### config.mk
export PLATFORM = sky130hd
export DESIGN_NAME = sprite_attr_fetch
export DESIGN_NICKNAME = d
export VERILOG_FILES = /design/src/rtl/sprite_attr_fetch_pkg.sv /design/src/rtl/sprite_attr_fetch_hit.sv /design/src/rtl/sprite_attr_fetch.sv
export SDC_FILE = /design/constraint.sdc
export NUM_CORES = 1
export LEC_CHECK = 0
export CORE_MARGIN = 4
export CORE_UTILIZATION = 30
export DETAILED_ROUTE_END_ITERATION = 8
export GPL_TIMING_DRIVEN = 1
export PLACE_DENSITY = 0.51
export SLEW_MARGIN = 30
export SYNTH_ARGS = -nofsm -noshare
export SYNTH_HDL_FRONTEND = slang
export SYNTH_SLANG_ARGS = --single-unit
export TNS_END_PERCENT = 10
### constraint.sdc
create_clock -name clk -period 2.6 [get_ports clk]
set_input_delay 0.78 -clock clk [delete_from_list [all_inputs] [get_ports clk]]
set_output_delay 0.78 -clock clk [all_outputs]
set_load 0.005 [all_outputs]
### src/rtl/sprite_attr_fetch_pkg.sv
// Shared sprite definitions: attribute word addresses, animation frame
// encodings, default sprite size and the attribute fetch FSM states.
package sprite_attr_fetch_pkg;

  localparam logic [15:0] SPRITE_X_ADDR     = 16'h1000;
  localparam logic [15:0] SPRITE_Y_ADDR     = 16'h1001;
  localparam logic [15:0] SPRITE_FRAME_ADDR = 16'h1002;

  localparam logic [1:0] FRAME_STAND      = 2'd0;
  localparam logic [1:0] FRAME_WALK_START = 2'd1;
  localparam logic [1:0] FRAME_WALK_MID   = 2'd2;
  localparam logic [1:0] FRAME_WALK_END   = 2'd3;

  localparam int SPRITE_W_DEFAULT = 16;
  localparam int SPRITE_H_DEFAULT = 16;

  typedef enum logic [2:0] {
    IDLE   = 3'd0,
    RD_X   = 3'd1,
    RD_Y   = 3'd2,
    RD_M   = 3'd3,
    CAP_M  = 3'd4,
    COMMIT = 3'd5
  } fetch_state_t;

endpackage

### src/rtl/sprite_attr_fetch_hit.sv
// sprite_hit_test: registered pixel-in-sprite test and glyph ROM address.
// Compares are done one bit wider than the attributes so x+W never wraps.
module sprite_hit_test
  import sprite_attr_fetch_pkg::*;
#(
  parameter int DATA_WIDTH = 16,
  parameter int SPRITE_W   = SPRITE_W_DEFAULT,
  parameter int SPRITE_H   = SPRITE_H_DEFAULT
) (
  input  logic                  clk,
  input  logic                  reset,
  input  logic [9:0]            hcount,
  input  logic [9:0]            vcount,
  input  logic [DATA_WIDTH-1:0] sprite_x,
  input  logic [DATA_WIDTH-1:0] sprite_y,
  input  logic [1:0]            sprite_frame,
  output logic                  sprite_hit,
  output logic [9:0]            glyph_addr
);

  localparam int EW = DATA_WIDTH + 1;

  logic [EW-1:0] h_ext_p0;
  logic [EW-1:0] v_ext_p0;
  logic [EW-1:0] x_ext_p0;
  logic [EW-1:0] y_ext_p0;
  logic          hit_p0;
  logic [3:0]    col_p0;
  logic [3:0]    row_p0;

  // Stage p0: combinational box test on the committed attributes
  always_comb begin
    h_ext_p0 = EW'(hcount);
    v_ext_p0 = EW'(vcount);
    x_ext_p0 = EW'(sprite_x);
    y_ext_p0 = EW'(sprite_y);
    hit_p0   = (h_ext_p0 >= x_ext_p0) && (h_ext_p0 < x_ext_p0 + EW'(SPRITE_W)) &&
               (v_ext_p0 >= y_ext_p0) && (v_ext_p0 < y_ext_p0 + EW'(SPRITE_H));
    col_p0   = hcount[3:0] - sprite_x[3:0];
    row_p0   = vcount[3:0] - sprite_y[3:0];
  end

  // Stage p1: register hit and glyph address, glyph forced to 0 off-sprite
  always_ff @(posedge clk) begin
    if (reset) begin
      sprite_hit <= 1'b0;
      glyph_addr <= '0;
    end else begin
      sprite_hit <= hit_p0;
      glyph_addr <= hit_p0 ? {sprite_frame, row_p0, col_p0} : 10'd0;
    end
  end

endmodule

### src/rtl/sprite_attr_fetch.sv
// sprite_attr_fetch: on each vblank, reads X, Y and frame words from shared
// memory into shadow registers, then commits them atomically so the sprite
// never changes mid-frame. Hit testing runs on committed values only.
module sprite_attr_fetch
  import sprite_attr_fetch_pkg::*;
#(
  parameter int                    DATA_WIDTH = 16,
  parameter int                    ADDR_WIDTH = 16,
  parameter logic [ADDR_WIDTH-1:0] BASE_ADDR  = ADDR_WIDTH'(SPRITE_X_ADDR),
  parameter int                    SPRITE_W   = SPRITE_W_DEFAULT,
  parameter int                    SPRITE_H   = SPRITE_H_DEFAULT
) (
  input  logic                  clk,
  input  logic                  reset,
  input  logic                  vblank_start,
  input  logic [DATA_WIDTH-1:0] data_in,
  output logic [ADDR_WIDTH-1:0] addr,
  input  logic [9:0]            hcount,
  input  logic [9:0]            vcount,
  output logic [DATA_WIDTH-1:0] sprite_x,
  output logic [DATA_WIDTH-1:0] sprite_y,
  output logic [1:0]            sprite_frame,
  output logic                  attr_updated,
  output logic                  frame_err,
  output logic                  sprite_hit,
  output logic [9:0]            glyph_addr
);

  fetch_state_t          state;
  logic [DATA_WIDTH-1:0] shadow_x;
  logic [DATA_WIDTH-1:0] shadow_y;
  logic [1:0]            shadow_frame;
  logic                  frame_ok;

  assign frame_ok = (data_in <= DATA_WIDTH'(FRAME_WALK_END));

  // Read address follows the state; memory data returns one cycle later
  always_comb begin
    case (state)
      RD_X:    addr = BASE_ADDR;
      RD_Y:    addr = BASE_ADDR + ADDR_WIDTH'(1);
      RD_M:    addr = BASE_ADDR + ADDR_WIDTH'(2);
      default: addr = BASE_ADDR;
    endcase
  end

  // Fetch sequencer: capture into shadows, then commit all attributes at once
  always_ff @(posedge clk) begin
    if (reset) begin
      state        <= IDLE;
      shadow_x     <= '0;
      shadow_y     <= '0;
      shadow_frame <= FRAME_STAND;
      sprite_x     <= '0;
      sprite_y     <= '0;
      sprite_frame <= FRAME_STAND;
      attr_updated <= 1'b0;
      frame_err    <= 1'b0;
    end else begin
      attr_updated <= 1'b0;
      frame_err    <= 1'b0;
      case (state)
        IDLE:   if (vblank_start) state <= RD_X;
        RD_X:   state <= RD_Y;
        RD_Y: begin
          shadow_x <= data_in;
          state    <= RD_M;
        end
        RD_M: begin
          shadow_y <= data_in;
          state    <= CAP_M;
        end
        CAP_M: begin
          // Out-of-range frame falls back to standing; error shows during COMMIT
          shadow_frame <= frame_ok ? data_in[1:0] : FRAME_STAND;
          frame_err    <= ~frame_ok;
          state        <= COMMIT;
        end
        COMMIT: begin
          sprite_x     <= shadow_x;
          sprite_y     <= shadow_y;
          sprite_frame <= shadow_frame;
          attr_updated <= 1'b1;
          state        <= IDLE;
        end
        default: state <= IDLE;
      endcase
    end
  end

  sprite_hit_test #(
    .DATA_WIDTH (DATA_WIDTH),
    .SPRITE_W   (SPRITE_W),
    .SPRITE_H   (SPRITE_H)
  ) u_hit (
    .clk          (clk),
    .reset        (reset),
    .hcount       (hcount),
    .vcount       (vcount),
    .sprite_x     (sprite_x),
    .sprite_y     (sprite_y),
    .sprite_frame (sprite_frame),
    .sprite_hit   (sprite_hit),
    .glyph_addr   (glyph_addr)
  );

endmodule

* Yosys cells after proc, flatten, opt, wreduce, memory -nomap -nowiden
Cells that the tools add are included.
Word-level totals: output and inout port bits 63, register bits after elaboration 84, input port bits 39
Cells by class: $add $sub $neg 4, muxes and demuxes 5, reduce and logical (&&, ||, !) cells 6, equality and inequality tests 6, bitwise gates (word level) 3, magnitude comparators 5
Operators with widths (number):
- $add A16 B5 Y17 const B | 2
- $lt A10 B17 Y1 | 2
- $ge A10 B16 Y1 | 2
- $le A16 B2 Y1 const B | 1
- $pmux W3 S5 | 1
- $sub A4 B4 Y4 | 2
- $eq A3 B2 Y1 const B | 2
- $eq A3 B3 Y1 const B | 2
- $pmux W2 S2 | 1
- $reduce_or A2 Y1 | 2
- $eq A3 B1 Y1 const B | 1
- $logic_and A1 B1 Y1 | 3
- $logic_not A3 Y1 | 1
- $mux W3 | 1
- $not A1 Y1 | 3
- $mux W2 | 1
- $ne A2 B2 Y1 const B | 1
- $mux W1 | 1

* Longest topological paths before layout
Gate-level depths: netlist of run 1.
depth after elaboration 7, depth in mapped cells 11

* By module
A second synthesis of run 1 with hierarchy kept.
Unflattened totals: cell total of the unflattened synthesis 515, area total of the unflattened synthesis 4221.5 µm²
Modules (own cells, without submodules):
- sprite_attr_fetch | times used 1, cells each 336, sequential area each 1461.4 µm², area each 2736.4 µm²
- sprite_hit_test | times used 1, cells each 179, sequential area each 220.2 µm², area each 1485.2 µm²

* Worst setup path before layout of run 1
OpenSTA, ideal clock, no wires.
path kind input to register, start input vcount[1], end register u_hit.glyph_addr[1], path buffers 1, path slack -0.135 ns, cell stages on the path 7, arrival time 2.646 ns, path through ha_1 -> a21o_1 -> a311o_1 -> a221o_1 -> a221o_1 -> buf_6 -> nor4b_2
On the way: longest elaborated chain between the ends 5
Ends and longest elaborated chain:
- start: declaration | RTL line sprite_attr_fetch.sv:19 | input logic [9:0] vcount,
- $ge A10 B16 Y1 | RTL line sprite_attr_fetch_hit.sv:38 | (v_ext_p0 >= y_ext_p0) && (v_ext_p0 < y_ext_p0 + EW'(SPRITE_H));
- $logic_and A1 B1 Y1 | RTL line sprite_attr_fetch_hit.sv:37 | hit_p0 = (h_ext_p0 >= x_ext_p0) && (h_ext_p0 < x_ext_p0 + EW'(SPRITE_W)) &&
- $logic_and A1 B1 Y1 (*) | RTL line sprite_attr_fetch_hit.sv:38
- $not A1 Y1 (no source line) (*)
- $reduce_or A2 Y1 (no source line) (*)
- end signal: assignment | RTL line sprite_attr_fetch_hit.sv:50 | glyph_addr <= hit_p0 ? {sprite_frame, row_p0, col_p0} : 10'd0;
- end: declaration | RTL line sprite_attr_fetch_hit.sv:18 | output logic [9:0] glyph_addr
Mark *: on every way between the ends. The rest lies on a longest branch, timed or not. A chain may end at the register's enable or synchronous reset.

* Worst setup path after layout of run 1
start input vcount[1], end register u_hit.glyph_addr[9]
The elaborated chain is that of the path after synthesis.

==> out/results.tsv, run 1 <==
metric	value	unit
power per cell area	509	nW/um^2
ys async rst share	0	%
Max Slew Vio Count	0	
TritonCTS Buffers	9	
Mapped Cells	503	
Yosys top cell area share	41.2	%
Final Hold Vio Count	0	
Ant. Diodes	0	
first-pass GRT wire length	18800	um
hold path start	shadow_y[0]	
port buffer count	87	
reg2reg start	sprite_y[5]	
cts hold-fix bufs	0	
DRT antenna net count	0	
P_leak	2.18	nW
Starting Density	30.7	%
pre-CTS setup slack	-0.671	ns
largest net degree at the start of global routing	74	
Worst path max stage delay	0.38	ns
worst hold path type	reg2reg	
WP data required	2.85	ns
drt first pass iters	5	
clk_skew	0.00963	ns
Reg2Reg Depth	10	
full die area	15500	um^2
H-tree levels	3	
drt initial violations	219	
GP Congestion	0.793	
layout cells sized above 1	16.3	%
CP Depth	8	
vias in the first global route	3746	
Synth Register Bits	84	
synth warn	0	
Root Buffer	clkbuf_16	
unrepaired setup endpoints after global routing	yes	
Max-Cap Viols	0	
synth top area cells	dfxtp_1 (41%), nand2_1 (13%), ha_1 (10%)	
DRC viols	0	
FMAX	0.393	GHz
synthesized area	4080	um^2
overall power	3.04	mW
CP most frequent cell	a221o_1	
drt total wl	11500	um
final instance area	5980	um^2
GRT Overall Usage	14.7	%
routed vias/inst	4.70	
prevailing post-synth register cell	dfxtp_1	
r2r setup slk	0.10	ns
Avg Inst Size Synth	8.12	um^2
TritonCTS clock tree	yes	
# setup viols final	0	
estimated wirelength of the detail-placed design	8710	um
relative slew slack	51.3	%
initial antenna violation count	0	
status	finished, final reports clean	
Post-synth EDFFs	0	
CP startpoint kind	input port	
slowest cell on the critical path	a221o_1	
delay-heaviest family, CP	compound AO/OA/AOI/OAI gates	
critical setup path kind	in2reg	
reg2reg end	u_hit.glyph_addr[9]	
Final min period	2.54	ns
Vias	3778	
core area	13300	um^2
DP Area	5390	um^2
Hold Crit Depth	2	
Avg WL per Cell	14.4	um
clock net sink count	84	
most numerous cell in the Yosys netlist	nand2_1	
IO Pins	102	
Hold WS	0.448	ns
Distinct cells, synth	42	
area grow syn2layout	46.4	%
Non-Filler Instances	803	
clk buf depth	2	
Synth top cells by count	nand2_1 (140), dfxtp_1 (84), a21oi_1 (76)	
Worst-path clk slew	0.06	ns
Max FO, Critical Path	6	
Skew-Pair Late Insertion Delay	0.34	ns
worst slew pin tran	0.730	ns
largest area contributor in the netlist	dfxtp_1	
Nets	698	
Remaining Overflow, GRT	0	
fin crit share	97.8	%
Cells after DPL	784	
VDD IR max	0.287	mV
crit path capture type	flip-flop	
Hold Path Sink	sprite_y[0]	
register area share after synthesis	41.2	%
critical path arrival	2.79	ns
final worst slack	0.0583	ns
CP Cell Sequence	clkdlybuf4s15_2 -> ha_4 -> a21o_1 -> a311o_1 -> a221o_1 -> a221o_1 -> buf_6 -> nor4b_4	
Buffers & Inverters on Critical Path	2	
Die Ht	125	um
Die X	125	um
# rows	42	
flip-flops by register name (all words and copies together), names as in the netlist:
| register | flops |
|---|---|
| sprite_frame | 2 |
| sprite_y | 16 |
| shadow_y | 16 |
| u_hit.sprite_hit | 1 |
| u_hit.glyph_addr | 10 |
| sprite_x | 16 |
| shadow_x | 16 |
| shadow_frame | 2 |
| attr_updated | 1 |
| frame_err | 1 |
| state | 3 |
per-layer routing:
metal | part of all wire [%] | track usage, %
met1 | 47 | 19.7
met2 | 47 | 23.5
met3 | 4.6 | 3.47
met4 | 1.5 | 4.71
met5 | 0 | 0
worst max path at each step:
stage                           start             endpoint  slack, ns
after floorplan             vcount[0]  u_hit.glyph_addr[1]      0.003
after global placement      vcount[1]  u_hit.glyph_addr[9]      -0.60
after detailed placement    vcount[1]  u_hit.glyph_addr[7]      -0.67
after CTS                   vcount[3]  u_hit.glyph_addr[6]      0.001
after global routing      sprite_y[5]  u_hit.glyph_addr[9]      -0.03
final                       vcount[1]  u_hit.glyph_addr[9]       0.06
power breakdown:
group / internal (mW) / switching, mW
Clock: 0.862 / 0.493
Combinational: 0.170 / 0.182
Sequential: 1.32 / 0.0189
placed cells by master (no fill, tap or decap), types with 3 or more instances in the layout:
cell / count
buf_4: 44
a211oi_1: 4
nand2_1: 139
a21o_1: 4
o21ai_1: 5
ha_1: 26
o21a_1: 4
ha_4: 4
nor4b_4: 3
xnor2_1: 10
inv_1: 24
nand3_1: 8
dlymetal6s2s_1: 7
a21oi_1: 75
conb_1: 14
nor3_1: 7
nor4_1: 5
ha_2: 4
dfxtp_1: 82
clkdlybuf4s50_1: 75
inv_2: 4
o21ai_0: 5
buf_6: 4
nor2_1: 6
clkbuf_16: 10
nor4_4: 5
worst register-to-register path, stage by stage, from the launching register on:
cell	delay, ns
dfxtp_2	0.40
nand2_4	0.08
nor4_4	0.25
xnor2_1	0.11
ha_1	0.31
o21ai_1	0.08
nor3_1	0.05
a221o_1	0.33
a221o_1	0.38
buf_6	0.18
nor4b_4	0.23
area by class of cell:
class / count / area (um^2)
Sequential cell: 84 / 1690
Clock inverter: 4 / 73.8
Multi-Input combinational cell: 363 / 2350
Tap cell: 176 / 220
Clock buffer: 11 / 243
Inverter: 28 / 105
Fill cell: 1336 / 7320
Timing Repair Buffer: 137 / 1300
stage by stage:
step	utilization, %	TNS (ns)
2_1_floorplan	-	0
3_3_place_gp	40.5	-6.25
3_5_place_dp	40.5	-6.80
4_1_cts	43.1	0
5_1_grt	44.9	-0.0579
6_report	44.9	0
repair_timing:
action / 4_1_cts / 5_1_grt
cloned: 0 / 1
setup buffers: 1 / 2
resized for setup: 14 / 45
hold endpoints to repair: 0 / 0
endpoints found under the setup margin: 11 / 11
pin swaps: 13 / 21
cells by family (layout without fill, tap and decap cells):
group	Yosys count	in the layout	synth area share [%]
compound gates	108	108	14.8
flops	84	84	41.2
buf+inv	68	180	7.75
other cells	2	14	0.184
xor+xnor	12	12	2.57
simple gates	193	193	22.1
fa+ha+maj	36	36	11.4
No activity file was read; power rests on OpenSTA's default activity.
==> run 2, diff against run 1 <==
--- a/config.mk
+++ b/config.mk
@@ -5,7 +5,7 @@
 export SDC_FILE = /design/constraint.sdc
 export NUM_CORES = 1
 export LEC_CHECK = 0
-export CORE_MARGIN = 4
+export CORE_MARGIN = 2
 export CORE_UTILIZATION = 30
 export DETAILED_ROUTE_END_ITERATION = 8
 export GPL_TIMING_DRIVEN = 1
==> run 2 against run 1 <==
  * Wire length decreased by 4.7%
  * Cell count decreased by 0.37%
  * Clock skew barely moved
  * First-iteration DRC count down 20%
  * Sequential cell count stayed put
  * Critical endpoint is now u_hit.glyph_addr[5]
  * Global-route usage is 0.88 points higher
  * Register-to-register slack better by 0.03 ns
  * Critical path depth did not move
  * Power fell by 3.1%
  * Die area fell by 6.3%
  * Highest routed layer unchanged
  * Hold slack better by 0.0072 ns
  * Design area shrank 3.3%
==> out/results.tsv, run 2 (synthesis results as in run 1) <==
metric	value	unit	change
worst slew pin tran	0.740	ns	+0.0100 ns
full die area	14600	um^2	-6.3%
FMAX	0.390	GHz	-0.83%
drt first pass iters	4		-1
Post-CTS Setup Inserts	0		-1
GRT Overall Usage	15.6	%	+0.88 points
TritonCTS clock tree	yes		
power per cell area	511	nW/um^2	+0.24%
cts hold-fix bufs	0		unchanged
FF+latch area	1690	um^2	about the same
DRC viols	0		unchanged
GP Congestion	0.798		+0.68%
CP most frequent cell	a221o_1		
CP Depth	8		unchanged
Final min period	2.56	ns	+0.0212 ns
TritonCTS Buffers	9		unchanged
clock power share	43.4	%	-1.1 points
drt total wl	11000	um	-4.7%
register share of total power	45.5	%	+1.6 points
DRT antenna net count	0		unchanged
DP Area	5390	um^2	unchanged
reg2reg end	u_hit.glyph_addr[5]		
clk buf depth	2		unchanged
Final Hold Vio Count	0		unchanged
footprint of the multi-input gates	2240	um^2	-4.7%
Nets	694		-0.57%
fin crit share	98.6	%	+0.81 points
P_leak	2.02	nW	-7.2%
CP Cell Sequence	clkdlybuf4s15_2 -> ha_4 -> a21o_1 -> a311o_1 -> a221o_1 -> a221o_1 -> buf_6 -> nor4b_2		
relative slew slack	50.7	%	-0.67 points
H-tree levels	3		unchanged
Max Slew Vio Count	0		unchanged
VDD IR max	0.303	mV	+5.5%
reg2reg start	sprite_y[4]		
Starting Density	30.8	%	+0.12 points
Fin Setup TNS	0	ns	unchanged
r2r setup slk	0.13	ns	+0.03 ns
Non-Filler Instances	800		-0.37%
final worst slack	0.0372	ns	-0.0212 ns
most frequent cells in the layout	nand2_1 (140), dfxtp_1 (81), clkdlybuf4s50_1 (81)		
Reg2Reg Depth	10		unchanged
slowest cell on the critical path	a221o_1		
most common cell after layout, fill and taps aside	nand2_1		
Worst-path clk slew	0.06	ns	about the same
IO Pins	102		unchanged
Max-Cap Viols	0		unchanged
Skew-Pair Late Insertion Delay	0.33	ns	about the same
area grow syn2layout	41.5	%	
critical setup path kind	in2reg		
delay-heaviest family, CP	compound AO/OA/AOI/OAI gates		
fill cell count	1350		+1.0%
Ant. Diodes	0		unchanged
Vias	3699		-2.1%
# setup viols final	0		unchanged
Setup crit end	u_hit.glyph_addr[5]		
Switching Fraction	23.7	%	+0.92 points
CP startpoint kind	input port		
first-pass GRT wire length	18100	um	-3.4%
drt initial violations	176		-20%
combinational share of power	11.1	%	-0.5 points
Remaining Overflow, GRT	0		unchanged
Die X	121	um	-3.2%
worst hold path type	reg2reg		
largest net degree at the start of global routing	74		unchanged
Die Ht	121	um	-3.2%
clock net sink count	84		unchanged
Worst path max stage delay	0.37	ns	about the same
Buffers & Inverters on Critical Path	2		unchanged
clk_skew	0.00959	ns	-0.0000407 ns
WP data required	2.84	ns	about the same
Max FO, Critical Path	5		-1
pre-CTS setup slack	-0.653	ns	+0.0181 ns
Root Buffer	clkbuf_16		
critical path arrival	2.80	ns	about the same
# rows	42		unchanged
status	finished, final reports clean		
crit path capture type	flip-flop		
vias in the first global route	3683		-1.7%
overall power	2.95	mW	-3.1%
layout cells sized above 1	14.9	%	-1.4 points
core area	13200	um^2	-0.40%
port buffer count	87		unchanged
estimated wirelength of the detail-placed design	8380	um	-3.7%
routed vias/inst	4.62		-1.7%
Pint	2.25	mW	-4.2%
Avg WL per Cell	13.7	um	-4.3%
Worst Setup SP	vcount[3]		
unrepaired setup endpoints after global routing	yes		
initial antenna violation count	0		unchanged
Switch Pwr	0.699	mW	+0.83%
Cells after DPL	784		unchanged
final instance area	5780	um^2	-3.3%
-- run 2: worst min path at each step --
stage                    startpoint               to  cells past startpoint
floorplan           shadow_frame[0]  sprite_frame[0]                      2
global placement    shadow_frame[0]  sprite_frame[0]                      2
detailed placement  shadow_frame[0]  shadow_frame[0]                      2
CTS                 shadow_frame[0]  shadow_frame[0]                      2
global route            shadow_x[9]      shadow_x[9]                      2
finish                  shadow_x[9]      sprite_x[9]                      2
-- run 2: repair_timing --
item,4_1_cts,5_1_grt
endpoints found under the setup margin,11,12
pin swaps,14,6
resized for setup,17,16
-- run 2: power groups by stage --
stage,Sequential (mW),Clock [mW],Combinational (mW)
after floorplan,1.36,0,0.185
after global placement,1.37,0,0.320
after detailed placement,1.37,0,0.323
after CTS,1.34,1.31,0.325
after global routing,1.35,1.36,0.369
final,1.34,1.28,0.329
-- run 2: area by class of cell --
class,count,area share (%)
multi-input combinational,363,38.7
clock buffer,11,4.20
inverter,28,1.82
clock inverter,5,1.06
sequential,84,29.2
timing repair buffer,133,21.2
tap,176,3.81
-- run 2: stage by stage --
| step | utilization, % | hold WS, ns |
|---|---|---|
| final | 43.6 | 0.455 |
| after global routing | 43.6 | 0.470 |
| after CTS | 43.1 | 0.454 |
| after detailed placement | 40.7 | 0.444 |
| after global placement | 40.7 | 0.443 |
| after floorplan | - | 0.432 |
-- run 2: routing by layer --
metal  up-vias  share of wire, %  track usage, %
met4         0               1.3            5.01
li1       1909                 -               -
met3        12               4.0            2.92
met2        81                46            24.9
met5         -                 0               0
met1      1697                49            21.3
-- run 2: worst reg2reg max path: stages, from the launching register on --
cell and delay, ns:
dfxtp_4 0.36, ha_2 0.20, nand3_2 0.10, xnor2_1 0.14, ha_1 0.31, a21oi_1 0.15
o21ai_0 0.10, a221o_1 0.30, a221o_1 0.37, buf_6 0.16, nor4b_2 0.20
==> run 3, diff against run 2 <==
--- a/config.mk
+++ b/config.mk
@@ -7,6 +7,7 @@
 export LEC_CHECK = 0
 export CORE_MARGIN = 2
 export CORE_UTILIZATION = 30
+export CTS_BUF_LIST = sky130_fd_sc_hd__clkbuf_8
 export DETAILED_ROUTE_END_ITERATION = 8
 export GPL_TIMING_DRIVEN = 1
 export PLACE_DENSITY = 0.51
==> run 3 against run 2 <==
  * Sequential share of layout area is 0.56 points higher
  * Core utilization fell by 0.70 points
  * Sequential power about the same
  * Hold slack better by 0.0035 ns
  * Wire length grew 0.36%
  * Non-clock buffer count unchanged
  * Via count down 0.19%
  * Clock power fell by 26%
  * Fmax up 0.78%
  * Largest cell class unchanged
==> out/results.tsv, run 3 (synthesis results as in run 1) <==
metric	value	unit	change
status	finished, final reports clean		
FMAX	0.393	GHz	+0.78%
most frequent cells in the layout	nand2_1 (140), clkdlybuf4s50_1 (81), dfxtp_1 (79)		
Nets	694		unchanged
Buffers & Inverters on Critical Path	2		unchanged
Max-Cap Viols	0		unchanged
core area	13200	um^2	unchanged
clk_skew	0.00912	ns	-0.000470 ns
Max Slew Vio Count	0		unchanged
Die X	121	um	unchanged
largest net degree at the start of global routing	74		unchanged
Worst-path clk slew	0.09	ns	+0.03 ns
fin crit share	97.8	%	-0.76 points
clock net sink count	84		unchanged
VDD IR max	0.252	mV	-17%
slowest cell on the critical path	a221o_1		
Hold WS	0.458	ns	+0.00346 ns
Starting Density	30.8	%	unchanged
area grow syn2layout	39.3	%	
Vias	3692		-0.19%
full die area	14600	um^2	unchanged
Reg2Reg Depth	10		unchanged
reg2reg end	u_hit.glyph_addr[5]		
DRT antenna net count	0		unchanged
overall power	2.61	mW	-11%
Max FO, Critical Path	5		unchanged
critical setup path kind	in2reg		
Final min period	2.54	ns	-0.0198 ns
layout cells sized above 1	14.7	%	-0.16 points
Final Hold Vio Count	0		unchanged
vias in the first global route	3671		-0.33%
Remaining Overflow, GRT	0		unchanged
drt initial violations	158		-10%
IO Pins	102		unchanged
reg2reg start	sprite_y[4]		
hold path start	shadow_frame[0]		
CP startpoint kind	input port		
TritonCTS clock tree	yes		
estimated wirelength of the detail-placed design	8380	um	unchanged
Ant. Diodes	0		unchanged
WP data required	2.87	ns	+0.03 ns
routed vias/inst	4.62		-0.19%
r2r setup slk	0.11	ns	-0.02 ns
Avg WL per Cell	13.8	um	+0.36%
pre-CTS setup slack	-0.653	ns	unchanged
worst hold path type	reg2reg		
Hold Crit Depth	2		unchanged
wl on met1	5360	um	+0.34%
most common cell after layout, fill and taps aside	nand2_1		
port buffer count	87		unchanged
relative slew slack	50.2	%	-0.51 points
metal2 WL	5050	um	-0.37%
Util after Layout	42.9	%	-0.70 points
clk buf depth	2		unchanged
power per cell area	459	nW/um^2	-10%
delay-heaviest family, CP	compound AO/OA/AOI/OAI gates		
DRC viols	0		unchanged
final worst slack	0.0569	ns	+0.0198 ns
Hold Path Sink	shadow_frame[0]		
# rows	42		unchanged
# setup viols final	0		unchanged
Root Buffer	clkbuf_8		
CP Cell Sequence	clkdlybuf4s15_1 -> ha_4 -> a21o_1 -> a311o_1 -> a221o_1 -> a221o_1 -> buf_6 -> nor4b_2		
Skew-Pair Late Insertion Delay	0.36	ns	+0.03 ns
met3 wire len	435	um	unchanged
crit path capture type	flip-flop		
GRT Overall Usage	15.7	%	+0.11 points
Fin Setup TNS	0	ns	unchanged
P_leak	2.01	nW	-0.53%
CP most frequent cell	a221o_1		
first-pass GRT wire length	18200	um	about the same
GP Congestion	0.798		unchanged
drt first pass iters	6		+2
Worst path max stage delay	0.37	ns	about the same
initial antenna violation count	0		unchanged
drt total wl	11000	um	+0.36%
highest metal layer with signal wires	met4		
TritonCTS Buffers	9		unchanged
critical path arrival	2.82	ns	+0.02 ns
worst slew pin tran	0.748	ns	+0.00763 ns
Die Ht	121	um	unchanged
H-tree levels	3		unchanged
## run 3: final cells by class
class / instances / area (um^2)
clock inverters: 6 / 65.1
repair buffers: 133 / 1230
flip-flops and latches: 84 / 1690
clock buffers: 10 / 138
well taps: 176 / 220
inverters: 28 / 105
multi-input cells: 363 / 2230
fillers: 1359 / 7560
## run 3: worst max-delay path by stage
stage	endpoint	cells past startpoint	from	slack [ns]
floorplan	u_hit.glyph_addr[1]	9	vcount[0]	0.003
finish	u_hit.glyph_addr[5]	8	vcount[3]	0.06
global route	u_hit.glyph_addr[6]	10	sprite_y[4]	-0.02
CTS	u_hit.glyph_addr[5]	8	vcount[8]	0.01
detailed placement	u_hit.glyph_addr[6]	8	vcount[1]	-0.65
global placement	u_hit.glyph_addr[2]	8	vcount[1]	-0.59
## run 3: per-layer routing
layer  vias to the layer above  track usage (%)
met2                        81             24.8
met4                         0             6.76
li1                       1903                -
met3                        16             2.50
met1                      1692             21.3
met5                         -                0
## run 3: tightest hold or removal path: cells and delay by family, from the launching register on
kind,cells,cell delay (ns)
compound gates,1,0.05
simple gates,1,0.05
flops,1,0.32
## run 3: per-stage QoR
stage | instance area, um^2 | instances
2_1_floorplan | 4150 | 515
3_3_place_gp | 5390 | 784
3_5_place_dp | 5390 | 784
4_1_cts | 5610 | 800
5_1_grt | 5690 | 800
6_report | 5690 | 800
## run 3: power by group
| part | switching, mW | internal, mW | leakage (nW) |
|---|---|---|---|
| logic | 0.168 | 0.160 | 1.23 |
| clock network | 0.477 | 0.468 | 0.0959 |
| registers | 0.0226 | 1.32 | 0.681 |
## run 3: timing repair
item,CTS,global route
endpoints found under the hold margin,0,0
resized for setup,14,18
endpoints found under the setup margin,12,12
setup buffers,0,0
hold buffers,0,0
pin swaps,13,6
